--- src/rtl/bus_fifo_arb_pkg.sv ---
// Shared state type and sizing helpers for the bus_fifo write-side arbiter.
package bus_fifo_arb_pkg;

    typedef enum logic {
        IDLE    = 1'b0,
        GRANTED = 1'b1
    } arb_state_e;

    // Width of a requester index; never narrower than one bit.
    function automatic int id_width(input int num_req);
        return (num_req > 1) ? $clog2(num_req) : 1;
    endfunction

    function automatic int cnt_width(input int max_burst);
        return $clog2(max_burst + 1);
    endfunction

endpackage

--- src/rtl/rr_priority_pick.sv ---
// Round-robin pick: first set request after last_winner, wrapping modulo NUM_REQ.
module rr_priority_pick
    import bus_fifo_arb_pkg::*;
#(
    parameter int NUM_REQ = 4,
    parameter int ID_W    = id_width(NUM_REQ)
) (
    input  logic [NUM_REQ-1:0] req,
    input  logic [ID_W-1:0]    last_winner,
    output logic [ID_W-1:0]    winner,
    output logic               any_req
);

    always_comb begin
        int idx;
        // NOTE: every output gets a default before the loop, so no path can infer a latch.
        winner  = '0;
        any_req = 1'b0;
        idx     = 0;
        // Offsets 1..NUM_REQ visit last_winner itself last, giving it lowest priority.
        for (int k = 1; k <= NUM_REQ; k++) begin
            idx = int'(last_winner) + k;
            if (idx >= NUM_REQ) begin
                idx = idx - NUM_REQ;
            end
            if (!any_req && req[ID_W'(idx)]) begin
                any_req = 1'b1;
                winner  = ID_W'(idx);
            end
        end
    end

endmodule

--- src/rtl/bus_fifo_write_arbiter.sv ---
// Shares the write port of one bus_fifo among NUM_REQ producers; round-robin,
// grant held per packet or MAX_BURST beats, stalls on FIFO_FULL without releasing.
module bus_fifo_write_arbiter
    import bus_fifo_arb_pkg::*;
#(
    parameter int NUM_REQ   = 4,
    parameter int WIDTH     = 8,
    parameter int MAX_BURST = 16
) (
    input  logic                          CLK,
    input  logic                          RESET_N,
    input  logic [NUM_REQ-1:0]            REQ,
    input  logic [NUM_REQ*WIDTH-1:0]      REQ_DATA,
    input  logic [NUM_REQ-1:0]            REQ_LAST,
    output logic [NUM_REQ-1:0]            REQ_ACK,
    output logic                          FIFO_STROBE,
    output logic [WIDTH-1:0]              FIFO_DATA,
    input  logic                          FIFO_FULL,
    output logic                          GRANT_VALID,
    output logic [id_width(NUM_REQ)-1:0]  GRANT_ID
);

    localparam int ID_W  = id_width(NUM_REQ);
    localparam int CNT_W = cnt_width(MAX_BURST);
    localparam logic [ID_W-1:0] LAST_ID = ID_W'(NUM_REQ - 1);

    arb_state_e       state;
    logic             grant_valid;
    logic [ID_W-1:0]  grant_id;
    logic [ID_W-1:0]  last_winner;
    logic [CNT_W-1:0] beat_cnt;

    logic [ID_W-1:0]  pick_id;
    logic             pick_any;

    logic             owner_req;
    logic             owner_last;
    logic [WIDTH-1:0] owner_data;
    logic             accept;
    logic             burst_end;
    logic             release_grant;

    rr_priority_pick #(
        .NUM_REQ (NUM_REQ),
        .ID_W    (ID_W)
    ) u_pick (
        .req         (REQ),
        .last_winner (last_winner),
        .winner      (pick_id),
        .any_req     (pick_any)
    );

    // Select the current owner's request, last flag and data.
    always_comb begin
        owner_req  = 1'b0;
        owner_last = 1'b0;
        owner_data = '0;
        for (int i = 0; i < NUM_REQ; i++) begin
            if (grant_id == ID_W'(i)) begin
                owner_req  = REQ[i];
                owner_last = REQ_LAST[i];
                owner_data = REQ_DATA[i*WIDTH +: WIDTH];
            end
        end
    end

    // Gating with RESET_N keeps the write port quiet while reset is asserted,
    // even though the state registers only clear on the next edge.
    assign accept    = RESET_N && (state == GRANTED) && owner_req && !FIFO_FULL;
    assign burst_end = (int'(beat_cnt) + 1 == MAX_BURST);

    // A FULL stall alone never releases; only LAST, burst limit or abandon do.
    assign release_grant = (state == GRANTED) &&
                           (!owner_req || (accept && (owner_last || burst_end)));

    always_comb begin
        REQ_ACK     = '0;
        FIFO_STROBE = accept;
        FIFO_DATA   = '0;
        if (accept) begin
            REQ_ACK[grant_id] = 1'b1;
            FIFO_DATA         = owner_data;
        end
    end

    assign GRANT_VALID = grant_valid;
    assign GRANT_ID    = grant_id;

    // NOTE: non-blocking assignments so every register sees pre-edge values of the others.
    always_ff @(posedge CLK) begin
        if (!RESET_N) begin
            state       <= IDLE;
            grant_valid <= 1'b0;
            grant_id    <= '0;
            last_winner <= LAST_ID;
            beat_cnt    <= '0;
        end else begin
            case (state)
                IDLE: begin
                    if (pick_any) begin
                        state       <= GRANTED;
                        grant_valid <= 1'b1;
                        grant_id    <= pick_id;
                        last_winner <= pick_id;
                        beat_cnt    <= '0;
                    end
                end
                GRANTED: begin
                    if (release_grant) begin
                        state       <= IDLE;
                        grant_valid <= 1'b0;
                        grant_id    <= '0;
                        beat_cnt    <= '0;
                    end else if (accept) begin
                        beat_cnt <= beat_cnt + 1'b1;
                    end
                end
                default: begin
                    state       <= IDLE;
                    grant_valid <= 1'b0;
                    grant_id    <= '0;
                end
            endcase
        end
    end

endmodule

--- config.mk ---
export PLATFORM = sky130hd
export DESIGN_NAME = bus_fifo_write_arbiter
export DESIGN_NICKNAME = d
export VERILOG_FILES = /design/src/rtl/bus_fifo_arb_pkg.sv /design/src/rtl/rr_priority_pick.sv /design/src/rtl/bus_fifo_write_arbiter.sv
export SDC_FILE = /design/constraint.sdc
export NUM_CORES = 1
export LEC_CHECK = 0
export ABC_AREA = 1
export BUFFER_PORTS_ARGS = -buffer_cell sky130_fd_sc_hd__buf_4
export CORE_ASPECT_RATIO = 1.4
export CORE_MARGIN = 5
export CORE_UTILIZATION = 45
export CTS_BUF_LIST = sky130_fd_sc_hd__clkbuf_4
export CTS_CLUSTER_DIAMETER = 150
export DETAILED_ROUTE_END_ITERATION = 10
export PLACE_DENSITY_LB_ADDON = 0.3
export SYNTH_ARGS = -nofsm -noshare
export SYNTH_HDL_FRONTEND = slang
export SYNTH_HIERARCHICAL = 1
export SYNTH_SLANG_ARGS = --single-unit
export TNS_END_PERCENT = 50
--- constraint.sdc ---
create_clock -name CLK -period 1.9 [get_ports CLK]
set_input_delay 0.095 -clock CLK [delete_from_list [all_inputs] [get_ports CLK]]
set_output_delay 0.095 -clock CLK [all_outputs]
set_load 0.05 [all_outputs]
==> reports/results.txt <==
outcome = complete, no violations
warnings from Yosys = 6
Worst Path Buf+Inv = 3
CTS Buf Count = 3
gpl congestion = 0.836
area grow syn2layout = 61.6%
drc violations = 0
Iter 0 DRT Violations = 50
Yosys top cell area share = 18.3%
worst vdd ir = 0.00115 V
Synth area leader = dfxtp_1
Worst-path clk slew = 0.07 ns
min-delay src = RESET_N
syn_area_per_cell = 6.24 sq um
total power after layout = 2.32 mW
Lkg Pwr = 0.951 nW
Layout fillers = 217
site row count = 22
post-DP HPWL = 3140 um
met3 Use GR = 2.91%
worst r2r src = last_winner[0]
flops & latches, synth = 11
number of synthesized flops with an enable pin = 0
largest family of logic cells by synthesized area = simple AND/OR/NAND/NOR gates
layout cell share with drive strength beyond 1 = 48.1%
H-tree depth = 1
Sinks on Clock Net = 11
hold buffer count at cts = 0
Slew Viols, Final = 0
Worst Path Arrival = 1.73 ns
MaxCap Viol Count = 0
final wirelength = 3950 um
worst hold path type = input port to register
Period Utilization, post-route = 96.1%
Post-Synth XOR/XNOR Area = 0.727%
CP max FO = 9
Final Skew = 0.00253 ns
NumNets Final = 307
CTS tree = done
hold slack = 0.0559 ns
via/cell ratio = 5.22
clock buffer depth = 2
post-synthesis compound-gate area fraction = 21.0%
max incr delay on CP = 0.41 ns
Largest delay share family, worst path = buffers and inverters
initial antenna violation count = 0
DR pass1 iterations = 4
CP required = 1.80 ns
crit-path cells = nand2_2 -> inv_6 -> nand2_4 -> nand2_2 -> nand2_4 -> buf_12 -> a211oi_4 -> buf_6
via count = 1556
M1 GR Usage = 23.9%
GR peak layer = met2
Power Dens Cells = 1190 nW/um^2
Worst setup EP type = primary output
post-synthesis sequential area ratio = 18.3%
fmax = 548 MHz
grt total ovfl = 0
Fin. Hold Viols = 0
Overall Global Routing Usage = 21.2%
min Tclk post-route = 1.83 ns
mux cell area share after synthesis = 0%
ant diodes = 0
Main synth FF type = dfxtp_1
CTS root buf = clkbuf_4
Post-synth ARST share = 0%
Setup CP Type = register to primary output
Clock Latency Late Sink = 0.27 ns
starting density of the core = 46.6%
Worst Setup SP = GRANT_ID[0]
Die Y = 71.2 um
fin area = 1950 sq um
Syn Nets = 237
largest net degree at the start of global routing = 11
adder-cell share of the synthesized area = 1.04%
Slew headroom = 72.6%
Synth cell types = 32
port bufs = 58
Detail Route Antenna Nets = 0
final setup fails = 0
area post-placement = 1810 sq um
num ports = 59
Post-Syn Instances = 193
pre-CTS setup slack = 0.0897 ns
Slew @ Worst Pin = 0.410 ns
most common library cells after synthesis = nand2_1, nand3_1, a21oi_1, inv_1, nor2_1
type of origin of the critical path = register
setup slack after layout = 0.0749 ns
GR Util met2 = 39.5%
count leader, synth = nand2_1
Avg WL per Cell = 13.2 um
global-route wire length before repair = 6430 um
Die Wd = 53.7 um
Core Box Area = 2590 sq um
synthesized area = 1200 sq um
post-synthesis simple-gate area fraction = 49.0%
CP max-delay cell = dfxtp_4
Synth area leaders = dfxtp_1, nand2_1, nand3_1
vias in the first global route = 1515
die area = 3830 sq um
-- area by class of cell --
type	count	area [sq um]	area share, %
multi-input combinational	155	985	50.6
timing repair buffer	70	564	29.0
sequential	11	230	11.8
inverter	22	92.6	4.76
tap	36	45.0	2.31
clock buffer	4	30.0	1.54
-- cells in the final DEF, fill, tap and decap left out, types with 2 or more instances in the layout --
cell type  synthesis  layout
nand2_1           55      49
inv_4              0       2
o41ai_4            0       2
dfxtp_2            0       2
buf_4              2      62
o21ai_0            7       7
dfxtp_1           11       7
nand3_1           18      18
nor2_2             1       3
nor3_2             1       2
inv_1             14      12
nand2_2            8      12
nor2_1            12       9
a221oi_1           4       3
a211oi_4           0       4
clkbuf_4           0       4
o21ai_1            2       2
buf_6              1       7
a21oi_1           14      11
a21oi_2            1       4
nor3_1             3       2
dfxtp_4            0       2
nand4_1           10      10
nand2_4            4       6
inv_2              7       7
-- where the power goes --
part | leakage [nW] | total [mW] | switching [mW] | internal [mW]
clock | 0.0184 | 0.175 | 0.0794 | 0.0957
combinational | 0.841 | 1.73 | 1.06 | 0.671
sequential | 0.0914 | 0.416 | 0.102 | 0.314
-- final timing paths --
kind                                       end  slack [ns]  depth (start not counted)
worst max register to register     beat_cnt[3]        0.20                         14
worst max-delay path              FIFO_DATA[1]        0.07                          8
worst min register to register  last_winner[0]        0.50                          2
worst min-delay path            last_winner[0]        0.06                          2
-- through the flow --
| step | setup TNS, ns | utilization, % | instances |
|---|---|---|---|
| 2_1_floorplan | -0.110 | - | 193 |
| 3_3_place_gp | 0 | 69.9 | 289 |
| 3_5_place_dp | 0 | 69.9 | 289 |
| 4_1_cts | 0 | 73.3 | 297 |
| 5_1_grt | -0.00131 | 75.2 | 298 |
| 6_report | 0 | 75.2 | 298 |
-- state kept, by name (all words and copies together) (netlist names) --
signal and count:
GRANT_ID 2, last_winner 2, state 1, beat_cnt 5
GRANT_VALID 1
-- cells by family after synthesis --
kind of cell,Yosys count
xor gates and xnor gates,1
AOI/OAI and AO/OA,36
DFF,11
buffers and inverters,27
adders and majority gates,1
and+or+nand+nor,117
-- timing repair --
action	CTS	global route
cloned	0	0
hold endpoints to repair	0	0
setup buffers	4	1
resized for setup	7	18
endpoints found under the setup margin	6	12
pin swaps	1	2
-- routing by layer --
| layer | routed length [um] | vias to the layer above |
|---|---|---|
| li1 | - | 790 |
| met1 | 1430 | 717 |
| met2 | 2250 | 42 |
| met3 | 224 | 7 |
| met4 | 42 | 0 |
| met5 | 0 | - |
No activity file was read; power rests on OpenSTA's default activity.
